==> config.mk <==
export PLATFORM = sky130hd
export DESIGN_NAME = user_wb_splitter
export DESIGN_NICKNAME = d
export VERILOG_FILES = /design/src/rtl/user_wb_splitter.sv
export SDC_FILE = /design/constraint.sdc
export NUM_CORES = 1
export LEC_CHECK = 0
export CELL_PAD_IN_SITES_DETAIL_PLACEMENT = 0
export CELL_PAD_IN_SITES_GLOBAL_PLACEMENT = 2
export CORE_MARGIN = 8
export CORE_UTILIZATION = 28
export CTS_CLUSTER_SIZE = 30
export DETAILED_ROUTE_END_ITERATION = 10
export GPL_ROUTABILITY_DRIVEN = 0
export MAX_ROUTING_LAYER = met4
export PLACE_DENSITY_LB_ADDON = 0.25
export SYNTH_ARGS = -nofsm -noshare
export SYNTH_HDL_FRONTEND = slang
export SYNTH_SLANG_ARGS = --single-unit
==> constraint.sdc <==
create_clock -name wb_clk_i -period 3.8 [get_ports wb_clk_i]
set_clock_uncertainty 0.15 [all_clocks]
set_input_delay 0.57 -clock wb_clk_i [delete_from_list [all_inputs] [get_ports wb_clk_i]]
set_output_delay 0.57 -clock wb_clk_i [all_outputs]
set_load 0.05 [all_outputs]
==> src/rtl/user_wb_splitter.sv <==
`default_nettype none
// ============================================================================
// Module   : user_wb_splitter
// Brief    : Wishbone classic 1-to-N splitter with registered slot decode,
//            per-access timeout, sticky error flags, local status registers
//            and a level interrupt.
// Revision : 1.0 - initial release
// ============================================================================
module user_wb_splitter #(
    parameter int          NUM_SLAVES = 4,
    parameter int          SLOT_LSB   = 16,
    parameter int          TIMEOUT    = 255,
    parameter int          TO_W       = 8,
    parameter logic [31:0] ERR_DATA   = 32'hDEAD_C0DE
) (
    input  logic                      wb_clk_i,
    input  logic                      wb_rst_i,
    input  logic                      wbs_cyc_i,
    input  logic                      wbs_stb_i,
    input  logic                      wbs_we_i,
    input  logic [3:0]                wbs_sel_i,
    input  logic [31:0]               wbs_adr_i,
    input  logic [31:0]               wbs_dat_i,
    output logic                      wbs_ack_o,
    output logic [31:0]               wbs_dat_o,
    output logic [NUM_SLAVES-1:0]     m_cyc_o,
    output logic [NUM_SLAVES-1:0]     m_stb_o,
    output logic                      m_we_o,
    output logic [3:0]                m_sel_o,
    output logic [31:0]               m_adr_o,
    output logic [31:0]               m_dat_o,
    input  logic [32*NUM_SLAVES-1:0]  m_dat_i,
    input  logic [NUM_SLAVES-1:0]     m_ack_i,
    output logic                      irq_o
);

    typedef enum logic [1:0] {
        S_IDLE = 2'd0,
        S_FWD  = 2'd1,
        S_RESP = 2'd2
    } state_t;

    localparam logic [3:0]      c_local_slot = 4'hF;
    localparam logic [TO_W-1:0] c_to_last    = TO_W'(TIMEOUT - 1);
    localparam logic [31:0]     c_flag_mask  = 32'h8000_0000 | ((32'd1 << NUM_SLAVES) - 32'd1);

    state_t                  r_state;
    logic [NUM_SLAVES-1:0]   r_m_cyc;
    logic                    r_m_we;
    logic [3:0]              r_m_sel;
    logic [31:0]             r_m_adr;
    logic [31:0]             r_m_dat;
    logic [TO_W-1:0]         r_cnt;
    logic                    r_ack;
    logic [31:0]             r_rdata;
    logic [31:0]             r_err_flags;
    logic [31:0]             r_irq_en;
    logic [31:0]             r_last_err_adr;
    logic [31:0]             r_txn_cnt;

    logic [3:0]              w_slot;
    logic [1:0]              w_word;
    logic                    w_req;
    logic [NUM_SLAVES-1:0]   w_slot_oh;
    logic                    w_is_slave;
    logic                    w_is_local;
    logic                    w_dec_err;
    logic                    w_loc_wr;
    logic [31:0]             w_loc_rdata;
    logic                    w_ack;
    logic [31:0]             w_slave_rdata;
    logic                    w_timeout;
    logic [31:0]             w_err_set;
    logic [31:0]             w_err_clr;

    assign w_slot     = wbs_adr_i[SLOT_LSB+3:SLOT_LSB];
    assign w_word     = wbs_adr_i[3:2];
    assign w_req      = (r_state == S_IDLE) && wbs_cyc_i && wbs_stb_i;
    assign w_is_slave = |w_slot_oh;
    assign w_is_local = (w_slot == c_local_slot);
    assign w_dec_err  = w_req && !w_is_slave && !w_is_local;
    assign w_loc_wr   = w_req && w_is_local && wbs_we_i;

    always_comb begin
        w_slot_oh = '0;
        for (int k = 0; k < NUM_SLAVES; k++) begin
            w_slot_oh[k] = (w_slot == 4'(k));
        end
    end

    always_comb begin
        w_loc_rdata = 32'd0;
        case (w_word)
            2'd0:    w_loc_rdata = r_err_flags;
            2'd1:    w_loc_rdata = r_irq_en;
            2'd2:    w_loc_rdata = r_last_err_adr;
            default: w_loc_rdata = r_txn_cnt;
        endcase
    end

    // r_m_cyc is one-hot while forwarding, so it doubles as the ack/data select.
    assign w_ack = |(m_ack_i & r_m_cyc);

    always_comb begin
        w_slave_rdata = 32'd0;
        for (int k = 0; k < NUM_SLAVES; k++) begin
            w_slave_rdata = w_slave_rdata | (m_dat_i[32*k +: 32] & {32{r_m_cyc[k]}});
        end
    end

    assign w_timeout = (r_state == S_FWD) && !w_ack && (r_cnt == c_to_last);

    // Set terms are OR-ed after the clear so a simultaneous set survives a W1C.
    assign w_err_set = (w_timeout ? 32'(r_m_cyc) : 32'd0)
                     | (w_dec_err ? 32'h8000_0000 : 32'd0);
    assign w_err_clr = (w_loc_wr && (w_word == 2'd0)) ? (wbs_dat_i & c_flag_mask) : 32'd0;

    always_ff @(posedge wb_clk_i) begin
        if (wb_rst_i) begin
            r_state        <= S_IDLE;
            r_m_cyc        <= '0;
            r_m_we         <= 1'b0;
            r_m_sel        <= 4'd0;
            r_m_adr        <= 32'd0;
            r_m_dat        <= 32'd0;
            r_cnt          <= '0;
            r_ack          <= 1'b0;
            r_rdata        <= 32'd0;
            r_err_flags    <= 32'd0;
            r_irq_en       <= 32'd0;
            r_last_err_adr <= 32'd0;
            r_txn_cnt      <= 32'd0;
        end else begin
            r_err_flags <= (r_err_flags & ~w_err_clr) | w_err_set;
            if (w_loc_wr && (w_word == 2'd1)) begin
                r_irq_en <= wbs_dat_i;
            end

            case (r_state)
                S_IDLE: begin
                    if (w_req) begin
                        r_m_we  <= wbs_we_i;
                        r_m_sel <= wbs_sel_i;
                        r_m_adr <= wbs_adr_i;
                        r_m_dat <= wbs_dat_i;
                        if (w_is_slave) begin
                            r_m_cyc <= w_slot_oh;
                            r_cnt   <= '0;
                            r_state <= S_FWD;
                        end else begin
                            r_ack   <= 1'b1;
                            r_rdata <= w_is_local ? w_loc_rdata : ERR_DATA;
                            r_state <= S_RESP;
                        end
                    end
                end
                S_FWD: begin
                    if (w_ack) begin
                        r_m_cyc <= '0;
                        r_ack   <= 1'b1;
                        r_rdata <= w_slave_rdata;
                        r_state <= S_RESP;
                    end else if (w_timeout) begin
                        r_m_cyc        <= '0;
                        r_ack          <= 1'b1;
                        r_rdata        <= ERR_DATA;
                        r_last_err_adr <= r_m_adr;
                        r_state        <= S_RESP;
                    end else begin
                        r_cnt <= r_cnt + 1'b1;
                    end
                end
                S_RESP: begin
                    r_ack     <= 1'b0;
                    r_rdata   <= 32'd0;
                    r_txn_cnt <= r_txn_cnt + 32'd1;
                    r_state   <= S_IDLE;
                end
                default: begin
                    r_m_cyc <= '0;
                    r_ack   <= 1'b0;
                    r_rdata <= 32'd0;
                    r_state <= S_IDLE;
                end
            endcase
        end
    end

    assign wbs_ack_o = r_ack;
    assign wbs_dat_o = r_rdata;
    assign m_cyc_o   = r_m_cyc;
    assign m_stb_o   = r_m_cyc;
    assign m_we_o    = r_m_we;
    assign m_sel_o   = r_m_sel;
    assign m_adr_o   = r_m_adr;
    assign m_dat_o   = r_m_dat;
    assign irq_o     = |(r_err_flags & r_irq_en);

endmodule
`default_nettype wire

==> impl_results.md, run 1 <==
* TritonCTS Buffers at 27
* Clock Sinks at 217
* Post-DP HPWL at 30200 µm
* IR drop worst, VDD at 0.349 mV
* Post-CTS setup buffers at 0
* Top achievable clock speed at 314 MHz
* DR pass1 iterations at 5
* Share of total power in combinational logic at 0.184
* Arrival time worst endpoint at 2.46 ns
* Number of enable-type register cells in the synthesized netlist at 0
* Number of filler instances in the final layout at 3358
* Area used by sequential logic in the layout at 4350 µm²
* Type of destination of the critical path: primary output
* Final min period at 3.18 ns
* Clock Root Buffer: clkbuf_16
* Worst slew margin at 0.155
* Fraction of final layout cells with drive strength greater than 1 at 0.0811
* Sum of routed wire length over all layers at 40900 µm
* Mapped Avg Cell Area at 8.24 µm²
* Number of cells in the finished layout apart from fillers at 1891
* Post-DR wirelength/cell at 21.6 µm
* Post-Synthesis Cells at 1151
* Worst Path Buf+Inv at 2
* Power density normalized to cell area at 457 nW/µm²
* Slack of the worst reg-to-reg path at 1.04 ns
* Vias after detailed routing at 9469
* Clock tree from TritonCTS: built
* Startpoint type of the worst setup path: register
* Setup repair after global routing missed its margin: no
* Hold violation count in the final report at 0
* Overall overflow remaining after global route at 0
* Hold crit path type: register to register
* Part of the power in the clock network at 0.431
* Final design area excluding fillers at 14000 µm²
* Multi-input gate area at 4760 µm²
* Reg clk slew, reported paths at 0.06 ns
* Post-Place Cell Area at 13000 µm²
* Register share of total power at 0.385
* Number of logic stages on the critical path including buffering at 2
* Largest net degree at the start of global routing at 69
* Primary FF master, synth: dfxtp_1
* Largest buffer count on any clock path at 3
* Fraction of synthesis flops using an asynchronous set or reset pin at 0
* Data required, critical path at 3.08 ns
* Cell-internal power at 4.58 mW
* Die Span X at 200 µm
* YS warnings at 0
* Max-capacitance violation count at 0
* Worst slack after detailed placement at 0.665 ns
* CTS hold repair buffers at 0
* Synthesized area at 9480 µm²
* H-Tree Level Count at 1
* Total of buffers placed on input and output ports at 315
* Post-synth cell types at 50
* Detailed-route vias per instance at 5.01
* GR Util met2 at 0.323
* Busiest layer in global routing: met2
* Finished Core Util at 0.419
* Worst setup slack after layout at 0.617 ns
* Global-route wire length before repair at 58400 µm
* Combined global-route utilization of all metal layers at 0.197
* Sequential cell area fraction in the yosys report at 0.458
* Syn Nets at 1359
* Ordered cell list for the critical path: buf_4 > clkdlybuf4s50_1
* Slew Limit Fails at 0
* Std-Cell Core Area at 33400 µm²
* Die H at 200 µm
* NetSw at 1.84 mW
* Crit-path slowest cell: clkdlybuf4s50_1
* Met3 track utilization from global routing at 0.0357
* Die Area at 40000 µm²
* Result of the run: complete, no violations
* Post-route fraction of the period consumed by the critical path at 0.838
* Cell leakage power at 4.69 nW
* Setup total negative slack at 0 ns
* Cell count after placement at 1841
* Crit Path Class: register to primary output
* Worst Tran Pin Value at 1.26 ns
* Antenna cell count at 0
* Setup violations, final at 0
* Clock Latency Late Sink at 0.55 ns
* Violation count after the first detailed-routing iteration at 575
* Crit-path leading delay family: buffers and inverters
* Depth of the worst hold-timing path at 2
* Count of unresolved DRC violations after routing at 0
* Number of global-route vias before repair at 9201
* Post-cts gate resize count at 0
* FF-to-FF path depth at 6
* Largest fanout on the critical path at 32
* Initial Utilization at 0.283
* Row Count at 67
* Area added between synthesis and finish at 47.9%
* Antenna violations before repair at 0
* Maximum single-stage delay on the critical path at 0.89 ns
* Final-stage net count at 1630
* Top Ports at 316
* Register bit total from synthesis at 217
* Switching share of power at 0.286
* Number of nets with antenna violations after detailed routing at 0
* Met1 routing resource usage after global routing at 0.247
==> power groups by stage <==
stage	Clock [mW]	Sequential, mW	Combinational [mW]
6_report	2.77	2.47	1.18
5_1_grt	2.93	2.48	1.24
4_1_cts	2.84	2.47	1.19
3_5_place_dp	0	2.52	1.19
3_3_place_gp	0	2.52	1.18
2_1_floorplan	0	2.83	0.304
==> sequential cells by signal, indices dropped and copies added (netlist names), 5 cells and up <==
name	flops
r_cnt	8
wbs_dat_o	32
m_adr_o	32
r_txn_cnt	32
r_err_flags	5
r_last_err_adr	32
r_irq_en	32
m_dat_o	32
==> per-layer routing <==
layer / part of all wire / wire length, µm / vias to the layer above
met1: 0.43 / 17500 / 4508
met5: 0 / 0 / -
met2: 0.49 / 19900 / 267
met3: 0.063 / 2560 / 49
li1: - / - / 4645
met4: 0.024 / 986 / 0
==> worst reg2reg max path, stage by stage, from the launching register on <==
cell and delay (ns):
dfxtp_1 0.72, nand2b_1 0.37, nor3_1 0.16, a21oi_1 0.46, nor3b_2 0.25, buf_4 0.39, a22o_1 0.20
==> cell usage in the layout (no fill, tap or decap), types with 8 or more instances in the layout <==
master           count
a221oi_1            26
nor3_1               8
xnor2_1             12
clkdlybuf4s50_1    313
mux2_2              24
clkbuf_8            11
nand2_1            293
or3_1               12
a21oi_1            159
nand3_1             11
clkbuf_16           27
o22ai_1             13
a22o_1              45
dfxtp_1            215
nor2_1              45
a31oi_1             17
xor2_1              10
mux2i_1              8
inv_1               10
buf_4               23
nand4_1             12
a22oi_1             56
o21ai_0             11
==> cell type report <==
type / count / area share
clock buffers: 40 / 0.0595
clock inverters: 10 / 0.0103
inverters: 10 / 0.00268
multi-input cells: 827 / 0.339
flip-flops and latches: 217 / 0.310
well taps: 448 / 0.0400
repair buffers: 339 / 0.238
==> cell usage after synthesis, types with 13 or more instances <==
cell type / n / area, µm²
a21oi_1: 159 / 796
a221oi_1: 26 / 228
a22o_1: 45 / 394
a22oi_1: 56 / 420
a31oi_1: 17 / 106
clkbuf_1: 83 / 312
dfxtp_1: 217 / 4340
mux2_2: 24 / 270
nand2_1: 293 / 1100
nor2_1: 47 / 176
o22ai_1: 13 / 81.3
==> through the flow <==
step | power, mW | hold WS [ns]
global route | 6.65 | 0.318
floorplan | 3.13 | 0.282
global placement | 3.70 | 0.286
CTS | 6.50 | 0.278
finish | 6.42 | 0.303
detailed placement | 3.71 | 0.293
==> logic make-up (layout without fill, tap and decap cells) <==
family,count (synthesis),in the layout,share of synthesized area
DFF,217,217,0.458
buffers and inverters,107,399,0.0451
adders and majority gates,3,3,0.00396
muxes,37,37,0.0492
xor gates and xnor gates,22,22,0.0203
AOI/OAI and AO/OA,341,341,0.231
and+or+nand+nor,424,424,0.193
==> worst paths after layout <==
| kind | startpoint | end |
|---|---|---|
| worst max-delay path | m_cyc_o[0] | m_stb_o[0] |
| worst min-delay path | m_dat_o[31] | m_dat_o[31] |
| worst max register to register | r_state[1] | wbs_dat_o[14] |
| worst min register to register | m_dat_o[31] | m_dat_o[31] |
Power figures use the tool's default switching activity.
==> inputs of run 2 (changes only) <==
CORE_UTILIZATION = 23   (was 28)
clock period = 2.9 ns   (was 3.8 ns; I/O delays follow)
==> run 2 against run 1 <==
Net effect:
- non-clock buffer count is 22 higher
- sequential share of layout area is 0.52 points lower
- utilization is 6.9 points lower
- register-to-register slack worse by 0.55 ns
- power is 26% higher
- first-iteration DRC count is 8.2% lower
- combinational power is 36% higher
- via count is 0.23% higher
- critical path depth is 1 higher
- clock power is 17% higher
- largest power group is now sequential cells
==> impl_results.md, run 2 (synthesized netlist as in run 1, its figures left out) <==
* IR drop worst, VDD at 0.358 mV (+2.5%)
* Global-route wire length before repair at 61400 µm (+5.1%)
* Setup violations, final at 0 (unchanged)
* Overall overflow remaining after global route at 0 (unchanged)
* Antenna violations before repair at 1 (+1)
* Count of unresolved DRC violations after routing at 0 (unchanged)
* Area added between synthesis and finish at 50.4%
* Arrival time worst endpoint at 2.10 ns (-0.36 ns)
* Top Ports at 316 (unchanged)
* Slack of the worst reg-to-reg path at 0.49 ns (-0.55 ns)
* Crit-path slowest cell: clkdlybuf4s50_1
* Post-DP HPWL at 31900 µm (+5.5%)
* Sum of routed wire length over all layers at 41800 µm (+2.2%)
* Number of filler instances in the final layout at 4264 (+27%)
* Clock tree from TritonCTS: built
* Post-DR wirelength/cell at 20.9 µm (-3.2%)
* Slew Limit Fails at 0 (unchanged)
* Reg clk slew, reported paths at 0.06 ns (about the same)
* Cell-internal power at 5.68 mW (+24%)
* Maximum single-stage delay on the critical path at 0.76 ns (-0.13 ns)
* Setup total negative slack at 0 ns (unchanged)
* Total of buffers placed on input and output ports at 315 (unchanged)
* Cell leakage power at 4.76 nW (+1.6%)
* Hold crit path type: primary input to register
* Ordered cell list for the critical path: a222oi_1 > nand2_1 > clkdlybuf4s50_1
* Largest buffer count on any clock path at 3 (unchanged)
* NetSw at 2.38 mW (+29%)
* Max-capacitance violation count at 0 (unchanged)
* Multi-input gate area at 4760 µm² (unchanged)
* Die H at 219 µm (+9.5%)
* Worst slew margin at 0.512 (+0.357)
* Largest net degree at the start of global routing at 70 (+1.4%)
* Switching share of power at 0.295 (+0.00848)
* Number of global-route vias before repair at 9513 (+3.4%)
* Post-CTS setup buffers at 0 (unchanged)
* Post-cts gate resize count at 0 (unchanged)
* Final min period at 2.68 ns
* DR pass1 iterations at 5 (unchanged)
* Fraction of final layout cells with drive strength greater than 1 at 0.0950 (+0.0139)
* Clock Root Buffer: clkbuf_16
* Commonest non-fill, non-tap cell in the layout: clkdlybuf4s50_1
* Post-route fraction of the period consumed by the critical path at 0.925
* Clock Sinks at 217 (unchanged)
* Crit Path Class: register to primary output
* Number of nets with antenna violations after detailed routing at 0 (unchanged)
* Violation count after the first detailed-routing iteration at 528 (-8.2%)
* CTS hold repair buffers at 0 (unchanged)
* Share of total power in combinational logic at 0.199 (+0.015)
* Finished Core Util at 0.350 (-0.0692)
* Die Span X at 219 µm (+9.5%)
* Part of the power in the clock network at 0.401 (-0.030)
* Top achievable clock speed at 373 MHz
* Power density normalized to cell area at 565 nW/µm² (+24%)
* Vias after detailed routing at 9491 (+0.23%)
* Clock Latency Late Sink at 0.54 ns (about the same)
* Die Area at 48000 µm² (+20%)
* Detailed-route vias per instance at 4.76 (-5.0%)
* H-Tree Level Count at 1 (unchanged)
* Largest fanout on the critical path at 3 (-91%)
* Result of the run: complete, no violations
* Final-stage net count at 1652 (+1.3%)
* Data required, critical path at 2.32 ns (-0.76 ns)
* Setup repair after global routing missed its margin: no
* Worst Tran Pin Value at 0.712 ns (-0.550 ns)
* Area used by sequential logic in the layout at 4350 µm² (unchanged)
* TritonCTS Buffers at 27 (unchanged)
* Row Count at 74 (+10%)
* Most frequent cells in the layout: 308 x clkdlybuf4s50_1, 293 x nand2_1, 215 x dfxtp_1, 159 x a21oi_1, 56 x a22oi_1
* Register share of total power at 0.400 (+0.015)
* Combined global-route utilization of all metal layers at 0.170 (-0.0271)
* Initial Utilization at 0.233 (-0.0507)
* Hold violation count in the final report at 0 (unchanged)
* Startpoint type of the worst setup path: register
* Std-Cell Core Area at 40700 µm² (+22%)
* Type of destination of the critical path: primary output
==> run 2: worst max-delay path: cells and delay by family (launching register included) <==
family | cells | cell delay (ns)
buffers and inverters | 1 | 0.76
and+or+nand+nor | 1 | 0.14
AOI/OAI and AO/OA | 1 | 0.33
DFF | 1 | 0.33
==> run 2: cell type report <==
class                           count  area share
Multi-Input combinational cell    827       0.334
Sequential cell                   217       0.305
Clock inverter                      8     0.00298
Antenna cell                        1    0.000175
Clock buffer                       40      0.0564
Tap cell                          532      0.0467
Timing Repair Buffer              361       0.253
Inverter                           10     0.00263
==> run 2: path summary, 6_finish.rpt <==
path	depth (start not counted)	startpoint	endpoint
hold / removal	2	wb_rst_i	m_dat_o[6]
setup / recovery	3	r_err_flags[31]	irq_o
setup reg to reg	7	r_state[1]	r_cnt[6]
hold reg to reg	2	m_dat_o[22]	m_dat_o[22]
==> run 2: per-layer routing <==
layer,vias to the layer above,track usage,share of wire,wire length [µm]
li1,4682,-,-,-
met1,4521,0.216,0.45,18600
met2,226,0.272,0.48,19900
met3,62,0.0336,0.051,2140
met4,0,0.0492,0.027,1140
met5,-,-,0,0
==> run 2: power groups by stage <==
stage	logic, mW	clock network (mW)	registers, mW
after floorplan	0.399	0	3.70
after global placement	1.62	0	3.29
after detailed placement	1.62	0	3.29
after CTS	1.62	3.34	3.23
after global routing	1.70	3.47	3.24
final	1.60	3.23	3.23
==> run 2: per-stage QoR <==
step	hold slack, ns	area [µm²]	worst slack, ns	instances	total power, mW
global route	0.221	14300	0.106	1996	8.42
finish	0.219	14300	0.218	1996	8.06
detailed placement	0.297	13400	0.111	1947	4.91
global placement	0.292	13400	0.133	1947	4.91
floorplan	0.282	9480	0.494	1151	4.10
CTS	0.191	14300	0.177	1995	8.19
==> inputs of run 3 (changes only) <==
SLEW_MARGIN = 25   (was unset)
==> results of run 3 <==
No change in the layout: final DEF, timing and power equal those of run 2.
